--- src/rtl/mole_array_controller_if.sv ---
// Interface bundling the game control, button and display/score signals of the
// mole array controller.
// Ports: game, buttons (driven by the player side), moles, score, misses,
// level, hit (driven by the controller). master = player side, slave = controller.
interface mole_array_controller_if #(
  parameter int NUM_MOLES = 4
);
  logic                 game;
  logic [NUM_MOLES-1:0] buttons;
  logic [NUM_MOLES-1:0] moles;
  logic [7:0]           score;
  logic [7:0]           misses;
  logic [1:0]           level;
  logic                 hit;

  modport master (
    output game, buttons,
    input  moles, score, misses, level, hit
  );

  modport slave (
    input  game, buttons,
    output moles, score, misses, level, hit
  );
endinterface

--- src/rtl/mole_array_controller.sv ---
// Whack-a-mole controller: lights one mole at a time, scores hits, counts misses.
// Latency: all outputs registered; a hit is reported one edge after the press is sampled.
// Backpressure: none; buttons are level inputs sampled every cycle, game=0 clears everything.
// Ports: clock, reset (async, active-high), bus (slave modport: game, buttons in;
// moles, score, misses, level, hit out).
module mole_array_controller #(
  parameter int                    NUM_MOLES  = 4,
  parameter int                    LFSR_WIDTH = 8,
  parameter logic [LFSR_WIDTH-1:0] TAPS       = 8'hB8,
  parameter int                    GAP_CYCLES = 150000000,
  parameter int                    SHOW_BASE  = 200000000
) (
  input logic                    clock,
  input logic                    reset,
  mole_array_controller_if.slave bus
);

  localparam int          IW       = $clog2(NUM_MOLES);
  localparam logic [31:0] GAP_LOAD = 32'(GAP_CYCLES - 1);
  localparam logic [31:0] SHOW_W   = 32'(SHOW_BASE);

  typedef enum logic [1:0] {IDLE, GAP, SHOW} state_t;

  state_t               state_q, state_d;
  logic [31:0]          cnt_q, cnt_d;
  logic [LFSR_WIDTH-1:0] lfsr_q, lfsr_d;
  logic [NUM_MOLES-1:0] btn_prev_q, btn_prev_d;
  logic [NUM_MOLES-1:0] moles_q, moles_d;
  logic [7:0]           score_q, score_d;
  logic [7:0]           misses_q, misses_d;
  logic [1:0]           level_q, level_d;
  logic                 hit_q, hit_d;
  logic [IW-1:0]        last_q, last_d;

  logic [NUM_MOLES-1:0] edges;
  logic [IW-1:0]        cand, pick;
  logic [31:0]          show_len, show_load;
  logic                 hit_now, wrong_now;

  function automatic logic [1:0] level_of(input logic [7:0] s);
    if (s <= 8'd2)       return 2'd0;
    else if (s <= 8'd5)  return 2'd1;
    else if (s <= 8'd10) return 2'd2;
    else                 return 2'd3;
  endfunction

  assign edges = bus.buttons & ~btn_prev_q;

  // A hit needs exactly one new press and it must be the lit mole; any other
  // combination of new presses during SHOW is a wrong press.
  assign hit_now   = (state_q == SHOW) && (edges != '0) && (edges == moles_q);
  assign wrong_now = (state_q == SHOW) && (edges != '0) && !hit_now;

  // Never repeat the previous mole: bump to the next position (with wrap).
  assign cand = IW'(32'(lfsr_q) % 32'(NUM_MOLES));
  assign pick = (cand != last_q)                 ? cand :
                (cand == IW'(NUM_MOLES - 1))     ? '0   : cand + IW'(1);

  // Visible time halves with each level; guard against a zero-length window.
  assign show_len  = SHOW_W >> level_q;
  assign show_load = (show_len == '0) ? '0 : show_len - 32'd1;

  always_comb begin
    state_d    = state_q;
    cnt_d      = cnt_q;
    lfsr_d     = lfsr_q;
    btn_prev_d = btn_prev_q;
    moles_d    = moles_q;
    score_d    = score_q;
    misses_d   = misses_q;
    level_d    = level_q;
    hit_d      = 1'b0;
    last_d     = last_q;

    if (!bus.game) begin
      state_d    = IDLE;
      cnt_d      = '0;
      lfsr_d     = '0;
      btn_prev_d = '0;
      moles_d    = '0;
      score_d    = '0;
      misses_d   = '0;
      level_d    = '0;
      last_d     = '0;
    end else begin
      // XNOR feedback keeps all-zero legal so a cleared register still runs.
      lfsr_d     = {lfsr_q[LFSR_WIDTH-2:0], ~^(lfsr_q & TAPS)};
      btn_prev_d = bus.buttons;
      level_d    = level_of(score_q);

      unique case (state_q)
        IDLE: begin
          state_d = GAP;
          cnt_d   = GAP_LOAD;
        end
        GAP: begin
          if (cnt_q == '0) begin
            state_d = SHOW;
            cnt_d   = show_load;
            moles_d = NUM_MOLES'(1) << pick;
            last_d  = pick;
          end else begin
            cnt_d = cnt_q - 32'd1;
          end
        end
        SHOW: begin
          if (hit_now) begin
            // Checked before the timeout so a last-cycle hit is not a miss.
            moles_d = '0;
            hit_d   = 1'b1;
            state_d = GAP;
            cnt_d   = GAP_LOAD;
            if (score_q != 8'hFF) score_d = score_q + 8'd1;
          end else begin
            if (wrong_now && score_q != 8'd0) score_d = score_q - 8'd1;
            if (cnt_q == '0) begin
              moles_d = '0;
              state_d = GAP;
              cnt_d   = GAP_LOAD;
              if (misses_q != 8'hFF) misses_d = misses_q + 8'd1;
            end else begin
              cnt_d = cnt_q - 32'd1;
            end
          end
        end
        default: state_d = IDLE;
      endcase
    end
  end

  always_ff @(posedge clock or posedge reset) begin
    if (reset) begin
      state_q    <= IDLE;
      cnt_q      <= '0;
      lfsr_q     <= '0;
      btn_prev_q <= '0;
      moles_q    <= '0;
      score_q    <= '0;
      misses_q   <= '0;
      level_q    <= '0;
      hit_q      <= 1'b0;
      last_q     <= '0;
    end else begin
      state_q    <= state_d;
      cnt_q      <= cnt_d;
      lfsr_q     <= lfsr_d;
      btn_prev_q <= btn_prev_d;
      moles_q    <= moles_d;
      score_q    <= score_d;
      misses_q   <= misses_d;
      level_q    <= level_d;
      hit_q      <= hit_d;
      last_q     <= last_d;
    end
  end

  assign bus.moles  = moles_q;
  assign bus.score  = score_q;
  assign bus.misses = misses_q;
  assign bus.level  = level_q;
  assign bus.hit    = hit_q;

endmodule

--- src/flat_wrapper.sv ---
// flat-port wrapper written by rule: the top's interface ports become plain ports
module mole_array_controller_flat 
#(
  parameter int                    NUM_MOLES  = 4,
  parameter int                    LFSR_WIDTH = 8,
  parameter logic [LFSR_WIDTH-1:0] TAPS       = 8'hB8,
  parameter int                    GAP_CYCLES = 150000000,
  parameter int                    SHOW_BASE  = 200000000
)
  (clock, reset, bus_game, bus_buttons, bus_moles, bus_score, bus_misses, bus_level, bus_hit);
  mole_array_controller_if #(.NUM_MOLES(NUM_MOLES)) bus_i ();
  input logic clock;
  input logic reset;
  input wire logic [$bits(bus_i.game)-1:0] bus_game;
  input wire logic [$bits(bus_i.buttons)-1:0] bus_buttons;
  output wire logic [$bits(bus_i.moles)-1:0] bus_moles;
  output wire logic [$bits(bus_i.score)-1:0] bus_score;
  output wire logic [$bits(bus_i.misses)-1:0] bus_misses;
  output wire logic [$bits(bus_i.level)-1:0] bus_level;
  output wire logic [$bits(bus_i.hit)-1:0] bus_hit;
  assign bus_i.game = bus_game;
  assign bus_i.buttons = bus_buttons;
  assign bus_moles = bus_i.moles;
  assign bus_score = bus_i.score;
  assign bus_misses = bus_i.misses;
  assign bus_level = bus_i.level;
  assign bus_hit = bus_i.hit;
  mole_array_controller #(.NUM_MOLES(NUM_MOLES), .LFSR_WIDTH(LFSR_WIDTH), .TAPS(TAPS), .GAP_CYCLES(GAP_CYCLES), .SHOW_BASE(SHOW_BASE)) u_core (.clock(clock), .reset(reset), .bus(bus_i));
endmodule
--- config.mk ---
export PLATFORM = sky130hd
export DESIGN_NAME = mole_array_controller_flat
export DESIGN_NICKNAME = d
export VERILOG_FILES = /design/src/rtl/mole_array_controller_if.sv /design/src/rtl/mole_array_controller.sv /design/src/flat_wrapper.sv
export SDC_FILE = /design/constraint.sdc
export NUM_CORES = 1
export LEC_CHECK = 0
export ABC_CLOCK_PERIOD_IN_PS = 4300
export CELL_PAD_IN_SITES_DETAIL_PLACEMENT = 1
export CELL_PAD_IN_SITES_GLOBAL_PLACEMENT = 1
export CORE_ASPECT_RATIO = 0.7
export CORE_MARGIN = 3
export CORE_UTILIZATION = 46
export CTS_CLUSTER_SIZE = 30
export DETAILED_ROUTE_END_ITERATION = 10
export GPL_TIMING_DRIVEN = 1
export PLACE_DENSITY = 0.84
export SLEW_MARGIN = 30
export SYNTH_ARGS = -nofsm -noshare
export SYNTH_HDL_FRONTEND = slang
export SYNTH_SLANG_ARGS = --single-unit
--- constraint.sdc ---
create_clock -name clock -period 4.3 [get_ports clock]
set_clock_uncertainty 0.05 [all_clocks]
set_input_delay 0.86 -clock clock [delete_from_list [all_inputs] [get_ports clock]]
set_output_delay 0.86 -clock clock [all_outputs]
set_load 0.02 [all_outputs]
# == After elaboration in Yosys (flattened, before gate mapping) ==
# Index checks and enable logic that the tools add are counted.
# totals
ff_bits,71
word_cells,97
output_inout_bits,23
input_bits,7
# classes
order_cmp,3
bitwise,2
reduce_logical,16
add_sub_neg,6
eq_ne,18
shifts,2
mux,40
# ops
op,count
2-to-1 mux 32 bit,5
one-hot mux 32 bit (3 select lines),1
2-to-1 mux 8 bit,11
logical NOT 32 bit,2
"subtractor 32 x 1 -> 32 bit, second input constant",2
">> shifter 28 x 2 -> 32 bit, first input constant",1
2-to-1 mux 2 bit,12
2-to-1 mux 4 bit,5
"adder 8 x 1 -> 8 bit, second input constant",2
"!= test 8 bit, second input constant",2
"<= comparator 8 x 2 -> 1 bit, second input constant",1
"<= comparator 8 x 3 -> 1 bit, second input constant",1
"<= comparator 8 x 4 -> 1 bit, second input constant",1
"!= test 2 x 1 -> 1 bit, second input constant",4
one-hot mux 4 bit (2 select lines),1
nonzero test 8 bit,1
XNOR reduction 8 bit,1
"subtractor 8 x 1 -> 8 bit, second input constant",1
"!= test 3 x 1 -> 1 bit, second input constant",2
one-hot mux 2 bit (3 select lines),1
AND reduction 3 bit,2
AND 4 bit,1
"equality test 2 bit, second input constant",2
equality test 4 bit,1
other kinds (17),24

# == Depth between registers and ports, before layout ==
# depth
depth_word,12
depth_mapped,13
depth_no_buf,12

# == Least setup slack after synthesis ==
# OpenSTA, ideal clock, no wires.
# synth_timing
path_type,in2reg
start,input bus_buttons[3]
end,register u_core.score_q[7] (netlist: u_core.bus.score[7])
path_stages,10
n_path_buf,0
t_arrival_ns,3.318
t_required_ns,4.171
path_slack_ns,0.853
setup_ns,0.079
path_cell_list,nor2b_1 > or4_1 > nand3_1 > ha_1 > a21oi_1 > nor2b_1 > a311oi_1 > o2bb2ai_1 > mux2i_1 > mux2i_1
# synth_via
elab_chain_len,9
elab_cells_between_ends,14
classes_between,eq/ne (3); mux (3); bitwise (1); reduce/logical (7)
# synth_rtl
element,line,source
"start, declared",flat_wrapper.sv:15,input wire logic [$bits(bus_i.buttons)-1:0] bus_buttons;
AND 4 bit *,mole_array_controller.sv:47,assign edges = bus.buttons & ~btn_prev_q;
nonzero test 4 bit,"mole_array_controller.sv:51, mole_array_controller.sv:52",
logical AND 1 bit,"mole_array_controller.sv:51, mole_array_controller.sv:52",
logical AND 1 bit,mole_array_controller.sv:51,assign hit_now = (state_q == SHOW) && (edges != '0) && (edges == moles_q);
logical NOT 1 bit,mole_array_controller.sv:52,assign wrong_now = (state_q == SHOW) && (edges != '0) && !hit_now;
logical AND 1 bit,mole_array_controller.sv:52,
logical AND 1 bit,mole_array_controller.sv:115,if (wrong_now && score_q != 8'd0) score_d = score_q - 8'd1;
!= test 3 x 1 -> 1 bit (no line),n/a,
AND reduction 3 bit (no line),n/a,
"end signal, assigned",mole_array_controller.sv:149,score_q <= score_d;
"end, declared",mole_array_controller.sv:29,"logic [7:0] score_q, score_d;"
# Every way passes the cells marked *; elsewhere a longest branch is shown, timed or not. The select of a mux whose other input is x is not followed.
# A chain may end at the register's enable or synchronous reset.

# == Worst setup path after layout ==
# layout_timing
start,input bus_buttons[0]
end,register u_core.score_q[7] (netlist: u_core.bus.score[7])
# Same word-level chain as after synthesis.

==> results.cfg <==
[outcome]
status = finished, final reports clean

[worst_setup_path]
critPathKind = input pin to flip-flop
path_buf_inv = 1
worstPathArrival_ps = 4190
path_delay_family = simple AND/OR/NAND/NOR gates
cpPeakStageDelay_ps = 510
cp-end-kind = flip-flop
worstPathRequired_ps = 4520
cp_slowest_cell = ha_1
cp_max_fo = 9
path_cells = clkdlybuf4s50_1 -> nor2b_1 -> xnor2_1 -> and4_1 -> nand3_1 -> ha_1 -> a21oi_1 -> nor2b_1 -> a311oi_1 -> o2bb2ai_1 -> mux2i_1 -> mux2i_1
start_kind = input pin

[synth]
synthSimpleGateAreaFrac = 0.223
mappedNetlistArea_um2 = 4440
synth-adder-area-share = 0.0496
muxShareOfSynthArea = 0.0228
synth-compound-area-share = 0.216
async_flop_share = 1.00
yosysTopAreaCell = dfrtp_1
yosysSeqAreaShare = 0.400
synth_top_family_by_area = simple AND/OR/NAND/NOR gates
synth_top_area_share = 0.400
ys_warn_count = 0
syn_avg_cell_area_um2 = 9.10
synth_cells = 488
synth_seq_cells = 71
synth_ff_type = dfrtp_1
synthDistinctLibCells = 63
synth_area_leaders = dfrtp_1 40%, ha_1 4.5%, nor2_1 3.6%
synth_xor_xnor_area_share = 0.0533
synth_nets = 512
synth_edf_count = 0

[cts]
clk_path_buf_depth = 2
clk_latency_ps = 340
cts_tree = yes
cts_setup_buffers = 0
clk_pin_slew_ps = 60
cts-root-buf = clkbuf_16
ctsResizeCount = 0
cts-htree-levels = 3
cts_sinks = 71
cts_made_buffers = 9
hold_buffers = 0

[grt]
gr-total-overflow = 0
grt_first_pass_wirelength_mm = 24.1
grt_pass1_vias = 4336
antenna_found_initial = 0
grtUsageTotal = 0.290
grt_max_degree = 37

[die]
io_pins = 30
dieArea_um2 = 10900
floorplan.initialDensity = 0.482
rows = 29
core-area_um2 = 9220
die_y_um = 88.2
die_w_um = 123

[finish]
final_common_cell = dfrtp_1
drive_gt1_frac = 0.0788
nFillCells = 1086
antenna_cells = 0
fin_util = 0.566
area_growth_pct = 17.5
nets = 540
final_cell_mix = 71 x dfrtp_1, 42 x nor2_1, 29 x nand2_1, 29 x clkdlybuf4s50_1, 22 x o21ai_0
fin_area_um2 = 5220
layout.area.seq_um2 = 1780
multi_input_area_um2 = 2510

[route]
ant_nets = 0
vias_per_cell = 6.56
num_vias = 4226
routed_wl_mm = 14.6
firstDrtPassIters = 5
avgRoutedWirePerCell_um = 22.7
drt_iter0_markers = 356
route.detailed.drc = 0

[pwr]
ir_drop_mv = 0.288
power.share.clock = 0.287
seqPwrFrac = 0.307
cellPowerDensity_nw_per_um2 = 565
p_sw_mw = 1.20
p_leak_nw = 2.20
combPwrFrac = 0.406
switching_share = 0.408
p_int_mw = 1.75

[timing]
final.min_clock_period_ps = 3970
max_slew_margin = 0.381
tns_ps = 0
fin_crit_sh = 0.924
grt_setup_unrepaired = no
fmax_ghz = 0.252
hold_viol = 0
worstMarginPinSlew_ps = 920
slew_viol_final = 0
finalSetupViolCount = 0

[min_path]
worstHoldPathType = flip-flop to flip-flop

[placement]
dp_hpwl_mm = 10.1
gp_congestion = 0.899
place_area_um2 = 4880
port_buffers = 29

[run]
cap_violations = 0
power by group through the flow:
stage          logic (mW)  clock network (mW)  registers, mW
5_1_grt              1.31               0.886          0.919
3_3_place_gp         1.10                   0          0.898
3_5_place_dp         1.15                   0          0.909
4_1_cts              1.17               0.854          0.897
2_1_floorplan       0.816                   0          0.878
6_report             1.20               0.846          0.903
kinds of logic (layout without fill, tap and decap cells):
family	Yosys count	count (layout)
AO/OA/AOI/OAI	138	138
XOR/XNOR	27	27
flip-flops	71	71
multiplexers	10	10
AND/OR/NAND/NOR	184	184
buffers and inverters	41	73
adder cells (fa/ha/maj)	17	17
registers in the layout, indices dropped and copies added, names as in the netlist:
signal	flops
u_core.state_q	2
u_core.cnt_q	32
u_core.btn_prev_q	4
u_core.bus.misses	8
u_core.last_q	2
u_core.bus.score	8
u_core.bus.hit	1
u_core.bus.moles	4
u_core.lfsr_q	8
u_core.bus.level	2
per-stage QoR:
step                std cells  setup WS (ps)  hold slack (ps)  power, mW
floorplan                 488            853              384       1.69
global placement          629            239              391       2.00
detailed placement        629           11.4              404       2.06
CTS                       644            343              426       2.93
global route              644           49.2              439       3.12
finish                    644            327              422       2.95
synthesized netlist by cell type, drive strengths merged, types with 8 or more instances:
cell     n
nor2    42
or3      8
inv     17
clkbuf  23
nor2b    9
nand2   29
xnor2   18
xor2     9
o21ai   35
a21oi   19
ha      16
and2    14
or4     14
dfrtp   71
nand3   12
nor4    13
nor3    17
a31oi    8
mux2i    9
o31ai   11
layout make-up:
cell class,count,share of cell area
inverter,17,0.0122
multi-input combinational,376,0.481
clock inverter,3,0.0125
timing repair buffer,41,0.0729
sequential,71,0.341
clock buffer,12,0.0511
tap,124,0.0297
routing by layer:
metal	track usage	vias up	wire (µm)
met5	0	-	0
met4	0.0844	0	246
met3	0.0542	25	966
met2	0.452	163	6740
met1	0.413	2161	6650
li1	-	1877	-
path summary, 6_finish.rpt:
path                                                start                         endpoint  slack [ps]  cells past startpoint
min                            u_core.lfsr_q[2]$_DFF_PP0_       u_core.lfsr_q[3]$_DFF_PP0_         420                      1
max in group asynchronous                           reset      u_core.cnt_q[8]$_DFFE_PP0P_        2660                      3
max                                        bus_buttons[0]  u_core.bus.score[7]$_DFFE_PP0P_         330                     12
min reg2reg                    u_core.lfsr_q[2]$_DFF_PP0_       u_core.lfsr_q[3]$_DFF_PP0_         420                      1
min in group asynchronous                           reset  u_core.bus.moles[0]$_DFFE_PP0P_         760                      2
max reg2reg                u_core.btn_prev_q[0]$_DFF_PP0_  u_core.bus.score[7]$_DFFE_PP0P_         980                     11
Note: power is estimated with default switching activity, not from simulation.
